[src/rtl/boc_prn_gen_if.sv]
// Control, configuration and replica-sample bundle between a correlator
// front end (master) and the boc_prn_gen local code generator (slave).
interface boc_prn_gen_if #(
  parameter int NCO_WIDTH     = 32,
  parameter int PRN_PHS_WIDTH = 11
);
  logic                     rx_start;
  logic                     rx_stop;
  logic [NCO_WIDTH-1:0]     rx_code_fcw;
  logic [PRN_PHS_WIDTH-1:0] rx_prn_phs;
  logic [3:0]               rx_g2_tap_a;
  logic [3:0]               rx_g2_tap_b;
  logic                     tx_loc_boc;
  logic                     tx_prn_sop;
  logic                     tx_prn_eop;
  logic                     tx_busy;
  logic                     tx_err;
  logic [PRN_PHS_WIDTH-1:0] tx_chip_idx;

  modport master (
    output rx_start, rx_stop, rx_code_fcw, rx_prn_phs, rx_g2_tap_a, rx_g2_tap_b,
    input  tx_loc_boc, tx_prn_sop, tx_prn_eop, tx_busy, tx_err, tx_chip_idx
  );

  modport slave (
    input  rx_start, rx_stop, rx_code_fcw, rx_prn_phs, rx_g2_tap_a, rx_g2_tap_b,
    output tx_loc_boc, tx_prn_sop, tx_prn_eop, tx_busy, tx_err, tx_chip_idx
  );
endinterface

[src/rtl/boc_prn_gen.sv]
// BOC(1,1) Gold-code local replica generator with half-chip NCO, seek-to-phase
// start-up and back-to-back integration-window sop/eop strobes.
module boc_prn_gen #(
  parameter int CODE_LEN      = 2046,
  parameter int NCO_WIDTH     = 32,
  parameter int PRN_PHS_WIDTH = 11
) (
  input  logic         rx_clk,
  input  logic         rx_rst,
  boc_prn_gen_if.slave bus
);
  localparam logic [1:0] ST_IDLE = 2'd0;
  localparam logic [1:0] ST_SEEK = 2'd1;
  localparam logic [1:0] ST_RUN  = 2'd2;

  localparam int                       WIN_W     = $clog2(2 * CODE_LEN);
  localparam logic [WIN_W-1:0]         WIN_LAST  = WIN_W'(2 * CODE_LEN - 1);
  localparam logic [PRN_PHS_WIDTH-1:0] IDX_LAST  = PRN_PHS_WIDTH'(CODE_LEN - 1);
  localparam logic [11:1]              LFSR_INIT = 11'b01010101010;

  logic [1:0]               state_reg, state_next;
  logic [NCO_WIDTH-1:0]     fcw_reg, fcw_next;
  logic [PRN_PHS_WIDTH-1:0] phs_reg, phs_next;
  logic [3:0]               tap_a_reg, tap_a_next;
  logic [3:0]               tap_b_reg, tap_b_next;
  logic [11:1]              g1_reg, g1_next;
  logic [11:1]              g2_reg, g2_next;
  logic [PRN_PHS_WIDTH-1:0] idx_reg, idx_next;
  logic                     half_reg, half_next;
  logic [WIN_W-1:0]         win_reg, win_next;
  logic [NCO_WIDTH-1:0]     acc_reg, acc_next;
  logic                     carry_reg, carry_next;
  logic                     boc_reg, boc_next;
  logic                     sop_reg, sop_next;
  logic                     eop_reg, eop_next;
  logic                     busy_reg, busy_next;
  logic                     err_reg, err_next;
  logic [PRN_PHS_WIDTH-1:0] chip_idx_reg, chip_idx_next;

  logic                     g1_fb, g2_fb;
  logic [11:1]              g1_shift, g2_shift;
  logic [11:1]              g1_adv, g2_adv;
  logic [PRN_PHS_WIDTH-1:0] idx_adv;
  logic                     cfg_bad;
  logic [NCO_WIDTH:0]       acc_sum;
  logic                     run_out;

  function automatic logic chip_bit(input logic [11:1] g1, input logic [11:1] g2,
                                    input logic [3:0] ta, input logic [3:0] tb);
    logic [15:0] g2_ext;
    g2_ext = {4'b0000, g2, 1'b0};
    return g1[11] ^ g2_ext[ta] ^ g2_ext[tb];
  endfunction

  assign g1_fb = g1_reg[1] ^ g1_reg[7] ^ g1_reg[8] ^ g1_reg[9] ^ g1_reg[10] ^ g1_reg[11];
  assign g2_fb = g2_reg[1] ^ g2_reg[2] ^ g2_reg[3] ^ g2_reg[4] ^ g2_reg[5]
               ^ g2_reg[8] ^ g2_reg[9] ^ g2_reg[11];

  assign g1_shift[1] = g1_fb;
  assign g2_shift[1] = g2_fb;
  for (genvar gi = 2; gi <= 11; gi++) begin : g_shift
    assign g1_shift[gi] = g1_reg[gi-1];
    assign g2_shift[gi] = g2_reg[gi-1];
  end

  // Truncated code: the chip after the last one restarts from the seed state.
  assign g1_adv  = (idx_reg == IDX_LAST) ? LFSR_INIT : g1_shift;
  assign g2_adv  = (idx_reg == IDX_LAST) ? LFSR_INIT : g2_shift;
  assign idx_adv = (idx_reg == IDX_LAST) ? '0 : idx_reg + PRN_PHS_WIDTH'(1);

  assign cfg_bad = (32'(bus.rx_prn_phs) >= CODE_LEN)
                || (bus.rx_g2_tap_a == 4'd0) || (bus.rx_g2_tap_a > 4'd11)
                || (bus.rx_g2_tap_b == 4'd0) || (bus.rx_g2_tap_b > 4'd11)
                || (bus.rx_g2_tap_a == bus.rx_g2_tap_b);

  // acc_reg already holds the post-add value of the sample on the output and
  // carry_reg its carry, so eop can be registered one adder deep.
  always_comb begin
    state_next = state_reg;
    fcw_next   = fcw_reg;
    phs_next   = phs_reg;
    tap_a_next = tap_a_reg;
    tap_b_next = tap_b_reg;
    g1_next    = g1_reg;
    g2_next    = g2_reg;
    idx_next   = idx_reg;
    half_next  = half_reg;
    win_next   = win_reg;
    acc_next   = acc_reg;
    carry_next = carry_reg;
    sop_next   = 1'b0;
    eop_next   = 1'b0;
    acc_sum    = {1'b0, acc_reg} + {1'b0, fcw_reg};
    err_next   = bus.rx_start && !bus.rx_stop && cfg_bad;

    case (state_reg)
      ST_SEEK: begin
        if (idx_reg == phs_reg) begin
          state_next = ST_RUN;
          sop_next   = 1'b1;
          acc_next   = fcw_reg;
          carry_next = 1'b0;
        end else begin
          g1_next  = g1_adv;
          g2_next  = g2_adv;
          idx_next = idx_adv;
        end
      end
      ST_RUN: begin
        if (carry_reg) begin
          half_next = ~half_reg;
          win_next  = (win_reg == WIN_LAST) ? '0 : win_reg + WIN_W'(1);
          sop_next  = (win_reg == WIN_LAST);
          if (half_reg) begin
            g1_next  = g1_adv;
            g2_next  = g2_adv;
            idx_next = idx_adv;
          end
        end
        {carry_next, acc_next} = acc_sum;
        eop_next = (win_next == WIN_LAST) && acc_sum[NCO_WIDTH];
      end
      default: ;
    endcase

    if (bus.rx_stop) begin
      state_next = ST_IDLE;
      sop_next   = 1'b0;
      eop_next   = 1'b0;
    end else if (bus.rx_start) begin
      state_next = ST_IDLE;
      sop_next   = 1'b0;
      eop_next   = 1'b0;
      if (!cfg_bad) begin
        state_next = ST_SEEK;
        fcw_next   = bus.rx_code_fcw;
        phs_next   = bus.rx_prn_phs;
        tap_a_next = bus.rx_g2_tap_a;
        tap_b_next = bus.rx_g2_tap_b;
        g1_next    = LFSR_INIT;
        g2_next    = LFSR_INIT;
        idx_next   = '0;
        half_next  = 1'b0;
        win_next   = '0;
        acc_next   = '0;
        carry_next = 1'b0;
      end
    end

    run_out       = (state_next == ST_RUN);
    boc_next      = run_out && (chip_bit(g1_next, g2_next, tap_a_next, tap_b_next) ^ half_next);
    chip_idx_next = run_out ? idx_next : '0;
    busy_next     = (state_next != ST_IDLE);
  end

  always_ff @(posedge rx_clk or posedge rx_rst) begin
    if (rx_rst) begin
      state_reg    <= ST_IDLE;
      fcw_reg      <= '0;
      phs_reg      <= '0;
      tap_a_reg    <= '0;
      tap_b_reg    <= '0;
      g1_reg       <= LFSR_INIT;
      g2_reg       <= LFSR_INIT;
      idx_reg      <= '0;
      half_reg     <= 1'b0;
      win_reg      <= '0;
      acc_reg      <= '0;
      carry_reg    <= 1'b0;
      boc_reg      <= 1'b0;
      sop_reg      <= 1'b0;
      eop_reg      <= 1'b0;
      busy_reg     <= 1'b0;
      err_reg      <= 1'b0;
      chip_idx_reg <= '0;
    end else begin
      state_reg    <= state_next;
      fcw_reg      <= fcw_next;
      phs_reg      <= phs_next;
      tap_a_reg    <= tap_a_next;
      tap_b_reg    <= tap_b_next;
      g1_reg       <= g1_next;
      g2_reg       <= g2_next;
      idx_reg      <= idx_next;
      half_reg     <= half_next;
      win_reg      <= win_next;
      acc_reg      <= acc_next;
      carry_reg    <= carry_next;
      boc_reg      <= boc_next;
      sop_reg      <= sop_next;
      eop_reg      <= eop_next;
      busy_reg     <= busy_next;
      err_reg      <= err_next;
      chip_idx_reg <= chip_idx_next;
    end
  end

  assign bus.tx_loc_boc  = boc_reg;
  assign bus.tx_prn_sop  = sop_reg;
  assign bus.tx_prn_eop  = eop_reg;
  assign bus.tx_busy     = busy_reg;
  assign bus.tx_err      = err_reg;
  assign bus.tx_chip_idx = chip_idx_reg;
endmodule

[src/flat_wrapper.sv]
// flat-port wrapper written by rule: the top's interface ports become plain ports
module boc_prn_gen_flat 
#(
  parameter int CODE_LEN      = 2046,
  parameter int NCO_WIDTH     = 32,
  parameter int PRN_PHS_WIDTH = 11
)
  (rx_clk, rx_rst, bus_rx_start, bus_rx_stop, bus_rx_code_fcw, bus_rx_prn_phs, bus_rx_g2_tap_a, bus_rx_g2_tap_b, bus_tx_loc_boc, bus_tx_prn_sop, bus_tx_prn_eop, bus_tx_busy, bus_tx_err, bus_tx_chip_idx);
  boc_prn_gen_if #(.NCO_WIDTH(NCO_WIDTH), .PRN_PHS_WIDTH(PRN_PHS_WIDTH)) bus_i ();
  input  logic rx_clk;
  input  logic rx_rst;
  input wire logic [$bits(bus_i.rx_start)-1:0] bus_rx_start;
  input wire logic [$bits(bus_i.rx_stop)-1:0] bus_rx_stop;
  input wire logic [$bits(bus_i.rx_code_fcw)-1:0] bus_rx_code_fcw;
  input wire logic [$bits(bus_i.rx_prn_phs)-1:0] bus_rx_prn_phs;
  input wire logic [$bits(bus_i.rx_g2_tap_a)-1:0] bus_rx_g2_tap_a;
  input wire logic [$bits(bus_i.rx_g2_tap_b)-1:0] bus_rx_g2_tap_b;
  output wire logic [$bits(bus_i.tx_loc_boc)-1:0] bus_tx_loc_boc;
  output wire logic [$bits(bus_i.tx_prn_sop)-1:0] bus_tx_prn_sop;
  output wire logic [$bits(bus_i.tx_prn_eop)-1:0] bus_tx_prn_eop;
  output wire logic [$bits(bus_i.tx_busy)-1:0] bus_tx_busy;
  output wire logic [$bits(bus_i.tx_err)-1:0] bus_tx_err;
  output wire logic [$bits(bus_i.tx_chip_idx)-1:0] bus_tx_chip_idx;
  assign bus_i.rx_start = bus_rx_start;
  assign bus_i.rx_stop = bus_rx_stop;
  assign bus_i.rx_code_fcw = bus_rx_code_fcw;
  assign bus_i.rx_prn_phs = bus_rx_prn_phs;
  assign bus_i.rx_g2_tap_a = bus_rx_g2_tap_a;
  assign bus_i.rx_g2_tap_b = bus_rx_g2_tap_b;
  assign bus_tx_loc_boc = bus_i.tx_loc_boc;
  assign bus_tx_prn_sop = bus_i.tx_prn_sop;
  assign bus_tx_prn_eop = bus_i.tx_prn_eop;
  assign bus_tx_busy = bus_i.tx_busy;
  assign bus_tx_err = bus_i.tx_err;
  assign bus_tx_chip_idx = bus_i.tx_chip_idx;
  boc_prn_gen #(.CODE_LEN(CODE_LEN), .NCO_WIDTH(NCO_WIDTH), .PRN_PHS_WIDTH(PRN_PHS_WIDTH)) u_core (.rx_clk(rx_clk), .rx_rst(rx_rst), .bus(bus_i));
endmodule
[config.mk]
export PLATFORM = sky130hd
export DESIGN_NAME = boc_prn_gen_flat
export DESIGN_NICKNAME = d
export VERILOG_FILES = /design/src/rtl/boc_prn_gen_if.sv /design/src/rtl/boc_prn_gen.sv /design/src/flat_wrapper.sv
export SDC_FILE = /design/constraint.sdc
export NUM_CORES = 1
export LEC_CHECK = 0
export CAP_MARGIN = 15
export CORE_AREA = 2 2 90 178
export DETAILED_ROUTE_END_ITERATION = 16
export DIE_AREA = 0 0 92 180
export PLACE_DENSITY = 0.79
export SYNTH_ARGS = -nofsm -noshare
export SYNTH_HDL_FRONTEND = slang
export SYNTH_SLANG_ARGS = --single-unit
[constraint.sdc]
create_clock -name rx_clk -period 6.6 [get_ports rx_clk]
set_input_delay 1.32 -clock rx_clk [delete_from_list [all_inputs] [get_ports rx_clk]]
set_output_delay 1.32 -clock rx_clk [all_outputs]
set_load 0.01 [all_outputs]
==> results of run 1 <==
## per-layer routing
metal  wire length, um  share of wire [%]  vias to the layer above  GRT usage, %
met1              8145                 36                     3805         29.12
li1                  -                  -                     3683             -
met4              1236                5.5                        0         18.09
met5                 0                  0                        -             0
met3               828                3.7                       87         4.065
met2             12470                 55                      260         52.06
## how the worst min path moves through the flow
stage	to	cells after the start
global placement	u_core.phs_reg[8]$_DFFE_PP0P_	2
detailed placement	u_core.phs_reg[2]$_DFFE_PP0P_	2
floorplan	u_core.tap_b_reg[3]$_DFF_PP0_	2
CTS	u_core.phs_reg[2]$_DFFE_PP0P_	2
global route	u_core.phs_reg[2]$_DFFE_PP0P_	2
finish	u_core.fcw_reg[31]$_DFFE_PP0P_	2
## critical path, stage by stage
cell and delay, ps:
clkdlybuf4s50_1 570, xor2_1 190, nor4_1 110, nor4_2 260
buf_4 490, buf_4 680, a21oi_1 130, o31ai_1 140
mux2i_1 130, a22o_1 220, o31a_1 310, xnor2_1 180
mux2i_1 220
## stage by stage
| step | total power, mW | hold slack [ps] | instance area (um^2) | cells |
|---|---|---|---|---|
| finish | 2.720 | 502.7 | 10270 | 1260 |
| global route | 2.850 | 519.2 | 10270 | 1260 |
| CTS | 2.730 | 501.9 | 10270 | 1260 |
| detailed placement | 1.715 | 487.5 | 9654 | 1228 |
| global placement | 1.695 | 480.4 | 9654 | 1228 |
| floorplan | 1.543 | 461.5 | 8762 | 994 |
## cells in the mapped netlist, types with 9 or more instances
library cell | instances | area (um^2)
a21o_1 | 14 | 105.1
nand3_1 | 22 | 110.1
xnor2_1 | 45 | 394.1
o31ai_1 | 12 | 90.09
inv_1 | 19 | 71.32
dfstp_2 | 10 | 262.8
a222oi_1 | 17 | 170.2
nand2_1 | 180 | 675.7
o21bai_1 | 9 | 67.56
a22o_1 | 21 | 183.9
o21ai_0 | 36 | 180.2
a21oi_1 | 71 | 355.3
nand2b_1 | 9 | 56.30
dfrtp_1 | 138 | 3453
nand4_1 | 9 | 56.30
xor2_1 | 15 | 131.4
nor2_1 | 107 | 401.6
a22oi_1 | 16 | 120.1
clkbuf_1 | 39 | 146.4
nor3_1 | 29 | 145.1
mux2i_1 | 13 | 130.1
ha_1 | 37 | 462.9
## cells in the final DEF (no fill, tap or decap), types with 13 or more instances in the layout
cell | netlist | routed
a21o_1 | 14 | 14
a21oi_1 | 71 | 71
a222oi_1 | 17 | 17
a22o_1 | 21 | 21
a22oi_1 | 16 | 16
buf_4 | 0 | 17
clkbuf_16 | 0 | 17
clkdlybuf4s50_1 | 0 | 70
dfrtp_1 | 138 | 138
ha_1 | 37 | 37
inv_1 | 19 | 18
mux2i_1 | 13 | 13
nand2_1 | 180 | 180
nand3_1 | 22 | 22
nor2_1 | 107 | 106
nor3_1 | 29 | 29
o21ai_0 | 36 | 36
xnor2_1 | 45 | 45
xor2_1 | 15 | 15
## area by class of cell
cell class / count / share of cell area, %
clock inverter: 13 / 1.767
timing repair buffer: 87 / 8.066
sequential: 148 / 36.19
tap: 198 / 2.413
inverter: 20 / 0.7798
multi-input combinational: 775 / 46.57
clock buffer: 19 / 4.216
## power by group
part | switching [mW] | leakage, nW | total, mW | internal, mW
logic | 0.333 | 2.52 | 0.591 | 0.259
registers | 0.0924 | 1.94 | 1.12 | 1.02
clock network | 0.381 | 0.297 | 1.01 | 0.631
## kinds of logic after synthesis
kind of cell             Yosys count  share of synthesized area (%)
AO/OA/AOI/OAI                    245                          19.31
AND/OR/NAND/NOR                  412                          21.11
XOR/XNOR                          60                          5.997
adder cells (fa/ha/maj)           38                          5.512
multiplexers                      20                          2.427
buffers and inverters             71                          3.241
flip-flops                       148                          42.41
==> summary.md, run 1 <==
| Metric | Value |
|---|---|
| Setup Skew | `between 8 and 9 ps` |
| Routed length per placed instance | `~18 um` |
| Worst Hold Class | `reg -> reg` |
| Worst hold start | `u_core.fcw_reg[31]$_DFFE_PP0P_` |
| CP endpoint | `u_core.bus.tx_loc_boc$_DFF_PP0_` |
| Die width | `a little over 90 um` |
| Fmax | `~220 MHz` |
| Grt ovf | `0` |
| Drt first-iter violations | `about 500` |
| Register area share after synthesis | `approximately 42%` |
| Critical path start-end classification | `in -> reg` |
| 1st-pass router iterations | `6` |
| Routed WL | `between 20 and 25 mm` |
| #FFs+latches synth | `approximately 150` |
| Relative slew slack | `between 20 and 30%` |
| CP startpoint kind | `primary input` |
| Vias per cell | `6.218` |
| I/O pin count | `slightly above 70` |
| Place WS | `~1600 ps` |
| Setup violators final | `0` |
| RR Startpoint | `u_core.state_reg[1]$_DFF_PP0_` |
| Initial antenna violation count | `0` |
| R2R Setup Slk | `between 2000 and 3000 ps` |
| Fin. Hold Viols | `0` |
| Clock latency on the worst-skew pair | `~430 ps` |
| Ys async rst share | `100.0%` |
| Pwr dens | `264.8 mW/mm^2` |
| GRT Total Usage | `between 20% and 30%` |
| Period utilization | `70.00%` |
| Post CTS Setup Buffer Count | `0` |
| Fin util | `between 60% and 70%` |
| Netlist cell types | `65` |
| Worst Setup End Kind | `flop` |
| Buffers on Ports | `70` |
| Start point of the critical path | `bus_rx_g2_tap_b[0]` |
| Layout Nets | `1,142` |
| Static leakage | `4.760 nW` |
| Slew Limit Fails | `0` |
| Sink Count | `148` |
| Max-cap viol count | `0` |
| GP Congestion | `approximately 1` |
| Reg2reg end | `u_core.bus.tx_loc_boc$_DFF_PP0_` |
| Synthesized area per cell | `a little under 9 um^2` |
| CTS resizes | `0` |
| YS warnings | `0` |
| Setup TNS | `0 ps` |
| First-pass GRT wire length | `roughly 37 mm` |
| Overall die height | `between 150 and 200 um` |
| Root buffer cell | `clkbuf_16` |
| P&R area growth vs syn | `17.19%` |
| Filler Cells Inserted | `1,246` |
| Number of enable flip-flop cells after synthesis | `0` |
| Ys flop type | `dfrtp_1` |
| RSZ-0062 raised after global routing | `false` |
| Number of global-route vias before repair | `between 7,000 and 8,000` |
| Post-Synthesis Cells | `between 900 and 1,000` |
| Outcome | `finished, final reports clean` |
| # H-tree levels | `4` |
| Mapped Area | `~0.0088 mm^2` |
| Max Fanout on Critical Path | `between 60 and 70` |
| Routed vias | `around 7,800` |
| Rows | `between 60 and 70` |
| Pin count of the biggest net entering global routing | `100` |
| Post-DP HPWL | `around 16 mm` |
| DRC violations left | `0` |
| Clock tree from TritonCTS | `built` |
| Multi-input logic area | `roughly 0.0048 mm^2` |
| R2r worst-path depth | `13` |
| Starting Density | `roughly 58%` |
| Register Area | `0.003716 mm^2` |
| Clk slew on worst S/H paths | `approximately 60 ps` |
| WP data arrival | `between 4000 and 5000 ps` |
| Core Area | `between 0.015 and 0.02 mm^2` |
| VDD IR max | `about 180 uV` |
| # diodes | `0` |
| Final worst path period need | `~4600 ps` |
| Worst-Margin Slew | `1069 ps` |
| Hold buffers post-CTS | `0` |
| CTS Buf Count | `17` |
| Fin worst setup slack | `slightly below 2000 ps` |
| Worst EP required | `roughly 7000 ps` |
| Post-route ant nets | `0` |
| Clock Path Buffers | `2` |
| Syn_nets | `roughly 1,100` |
| Share of cells above drive strength 1 | `7.533%` |
| Die ar. | `between 0.015 and 0.02 mm^2` |
(Power assumes the default switching activity.)
==> run 2, diff against run 1 <==
Settings changed: CORE_AREA 2 2 90 178 to 2 2 94 187, DIE_AREA 0 0 92 180 to 0 0 96 189, PLACE_DENSITY 0.79 to 0.76.
Clock period 6.6 ns to 4 ns, I/O delays scaled along.
==> run 2 against run 1 <==
Sequential share of layout area is 0.63 points lower. Clock skew rose by 1.2 ps. Final area grew 1.8%. Clock power is 71% higher. Via count shrank 0.15%. Highest routed layer unchanged. First-iteration DRC count shrank 0.78%. Die area up 9.6%. Combinational power rose by 73%. Utilization fell by 4.9 points. Hold slack got worse by 3.3 ps. Flip-flop and latch count stayed put. Critical path type is now reg -> reg.
==> summary.md, run 2 (synthesis gave the netlist of run 1 again) <==
| Metric | Value |
|---|---|
| Starting Density | `52.52% (-5.1 points)` |
| Drt first-iter violations | `510 (-0.78%)` |
| Psw | `1.375 mW (+71%)` |
| Max stage delay on crit path | `500 ps (-180 ps)` |
| Outcome | `finished, final reports clean` |
| Core Area | `0.01668 mm^2 (+9.6%)` |
| Cell family with most CP delay | `compound AO/OA/AOI/OAI gates` |
| Fmax | `269.6 MHz` |
| Setup violators final | `0 (unchanged)` |
| GP Congestion | `0.9548 (-2.2%)` |
| Worst Setup End Kind | `flop` |
| Root buffer cell | `clkbuf_16` |
| Relative slew slack | `52.86% (+24 points)` |
| CP startpoint kind | `flop` |
| Sink Count | `148 (unchanged)` |
| Gate power share | `22.2% (+0.5 points)` |
| First-pass GRT wire length | `38.41 mm (+2.8%)` |
| Worst hold margin | `499.4 ps (-3.279 ps)` |
| Overall die height | `189 um (+5.0%)` |
| P&R area growth vs syn | `19.26%` |
| Reg power frac | `40.1% (-1.0 points)` |
| Static leakage | `4.861 nW (+2.1%)` |
| I/O pin count | `71 (unchanged)` |
| Number of global-route vias before repair | `8,048 (+1.0%)` |
| Post-route ant nets | `0 (unchanged)` |
| Most common cell after layout, fill and taps aside | `nand2_1` |
| Share of cells above drive strength 1 | `9.251% (+1.7 points)` |
| Internal power | `3.219 mW (+68%)` |
| Grt ovf | `0 (unchanged)` |
| Clock tree from TritonCTS | `built` |
| CTS resizes | `0 (unchanged)` |
| Post CTS Setup Buffer Count | `0 (unchanged)` |
| CP cell instances | `ha_1, fa_1, a21o_1, a21o_1, a2111o_1, a32oi_1, nand3_1, and3b_1, o21ai_0, o21ai_0, mux2i_1, o221a_2` |
| DRC violations left | `0 (unchanged)` |
| Worst EP required | `4320 ps (-2630 ps)` |
| Post-DP HPWL | `16.63 mm (+5.6%)` |
| # diodes | `0 (unchanged)` |
| Setup TNS | `0 ps (unchanged)` |
| Buffers on Ports | `70 (unchanged)` |
| Final worst path period need | `3709 ps` |
| Routed WL | `23.72 mm (+4.6%)` |
| RSZ-0062 raised after global routing | `false` |
| Routed vias | `7,823 (-0.15%)` |
| Commonest non-fill, non-tap cells in the layout | `nand2_1 (180), dfrtp_1 (138), nor2_1 (107)` |
| Vias per cell | `6.074 (-2.3%)` |
| Worst-Margin Slew | `704.7 ps (-364.1 ps)` |
| Fin. Hold Viols | `0 (unchanged)` |
| Die width | `96 um (+4.3%)` |
| Clock latency on the worst-skew pair | `430 ps (about the same)` |
| Buf/Inv on CP | `0 (-3)` |
| Max-cap viol count | `0 (unchanged)` |
| Die ar. | `0.01814 mm^2 (+9.6%)` |
| Rows | `67 (+4.7%)` |
| Layout Nets | `1,161 (+1.7%)` |
| Clock Path Buffers | `2 (unchanged)` |
| Max Fanout on Critical Path | `4 (-94%)` |
| CTS Buf Count | `17 (unchanged)` |
| Initial antenna violation count | `0 (unchanged)` |
| Hold buffers post-CTS | `0 (unchanged)` |
| Slew Limit Fails | `0 (unchanged)` |
| Period utilization | `between 90 and 100%` |
| Clk slew on worst S/H paths | `60 ps (about the same)` |
| 1st-pass router iterations | `5 (-1)` |
| Clk pwr share | `37.7% (+0.5 points)` |
| Worst Hold Class | `reg -> reg` |
| Routed length per placed instance | `18.42 um (+2.3%)` |
| Pin count of the biggest net entering global routing | `97 (-3.0%)` |
| VDD IR max | `290.4 uV (+59%)` |
| Setup Skew | `9.613 ps (+1.221 ps)` |
| GRT Total Usage | `27.47% (-0.80 points)` |
| Critical path start-end classification | `reg -> reg` |
| Slowest cell on crit path | `a2111o_1` |
| # H-tree levels | `4 (unchanged)` |
| Sw Share | `29.93% (+0.30 points)` |
| Pwr dens | `439.6 mW/mm^2 (+66%)` |
| WP data arrival | `4030 ps (-940 ps)` |
run 2: worst min-delay path: cells and delay by family, from the launching register on:
kind | cells | cell delay (ps)
flops | 1 | 360
simple gates | 2 | 110
run 2: stage by stage:
step	area [um^2]	power (mW)	worst slack, ps	std cells	utilization, %
final	10450	4.594	291.1	1288	62.64
after floorplan	8766	2.547	796.9	994	-
after CTS	10440	4.611	392.7	1287	62.60
after detailed placement	9809	2.871	91.39	1255	58.80
after global routing	10450	4.810	234.8	1288	62.64
after global placement	9809	2.845	136.8	1255	58.80
run 2: power groups by stage:
stage | registers, mW | logic (mW) | clock network [mW]
after global routing | 1.86 | 1.13 | 1.82
after detailed placement | 1.87 | 1.00 | 0
after CTS | 1.84 | 1.02 | 1.75
after floorplan | 1.81 | 0.732 | 0
after global placement | 1.86 | 0.985 | 0
final | 1.84 | 1.02 | 1.73
run 2: metal layers:
metal	share of wire (%)	track usage, %	routed length [um]
met5	0	0	0
met4	5.0	17.64	1184
met3	3.8	3.940	907
met2	56	50.08	13320
met1	35	27.89	8310
run 2: path summary, 6_finish.rpt:
kind / start / end / slack [ps] / cells past startpoint
worst max-delay path: u_core.fcw_reg[0]$_DFFE_PP0P_ / u_core.acc_reg[30]$_DFF_PP0_ / 290 / 12
worst min-delay path: u_core.phs_reg[10]$_DFFE_PP0P_ / u_core.phs_reg[10]$_DFFE_PP0P_ / 500 / 2
worst max register to register: u_core.fcw_reg[0]$_DFFE_PP0P_ / u_core.acc_reg[30]$_DFF_PP0_ / 290 / 12
worst min register to register: u_core.phs_reg[10]$_DFFE_PP0P_ / u_core.phs_reg[10]$_DFFE_PP0P_ / 500 / 2
max in group asynchronous: rx_rst / u_core.fcw_reg[27]$_DFFE_PP0P_ / 2470 / 3
min in group asynchronous: rx_rst / u_core.tap_a_reg[2]$_DFF_PP0_ / 710 / 2
run 2: layout make-up:
type                            instances  area (um^2)
Clock buffer                           19        452.9
Fill cell                            1442         6232
Multi-Input combinational cell        775         4780
Clock inverter                         13        180.2
Tap cell                              207        259.0
Timing Repair Buffer                  106        983.4
Inverter                               20        78.83
Sequential cell                       148         3716
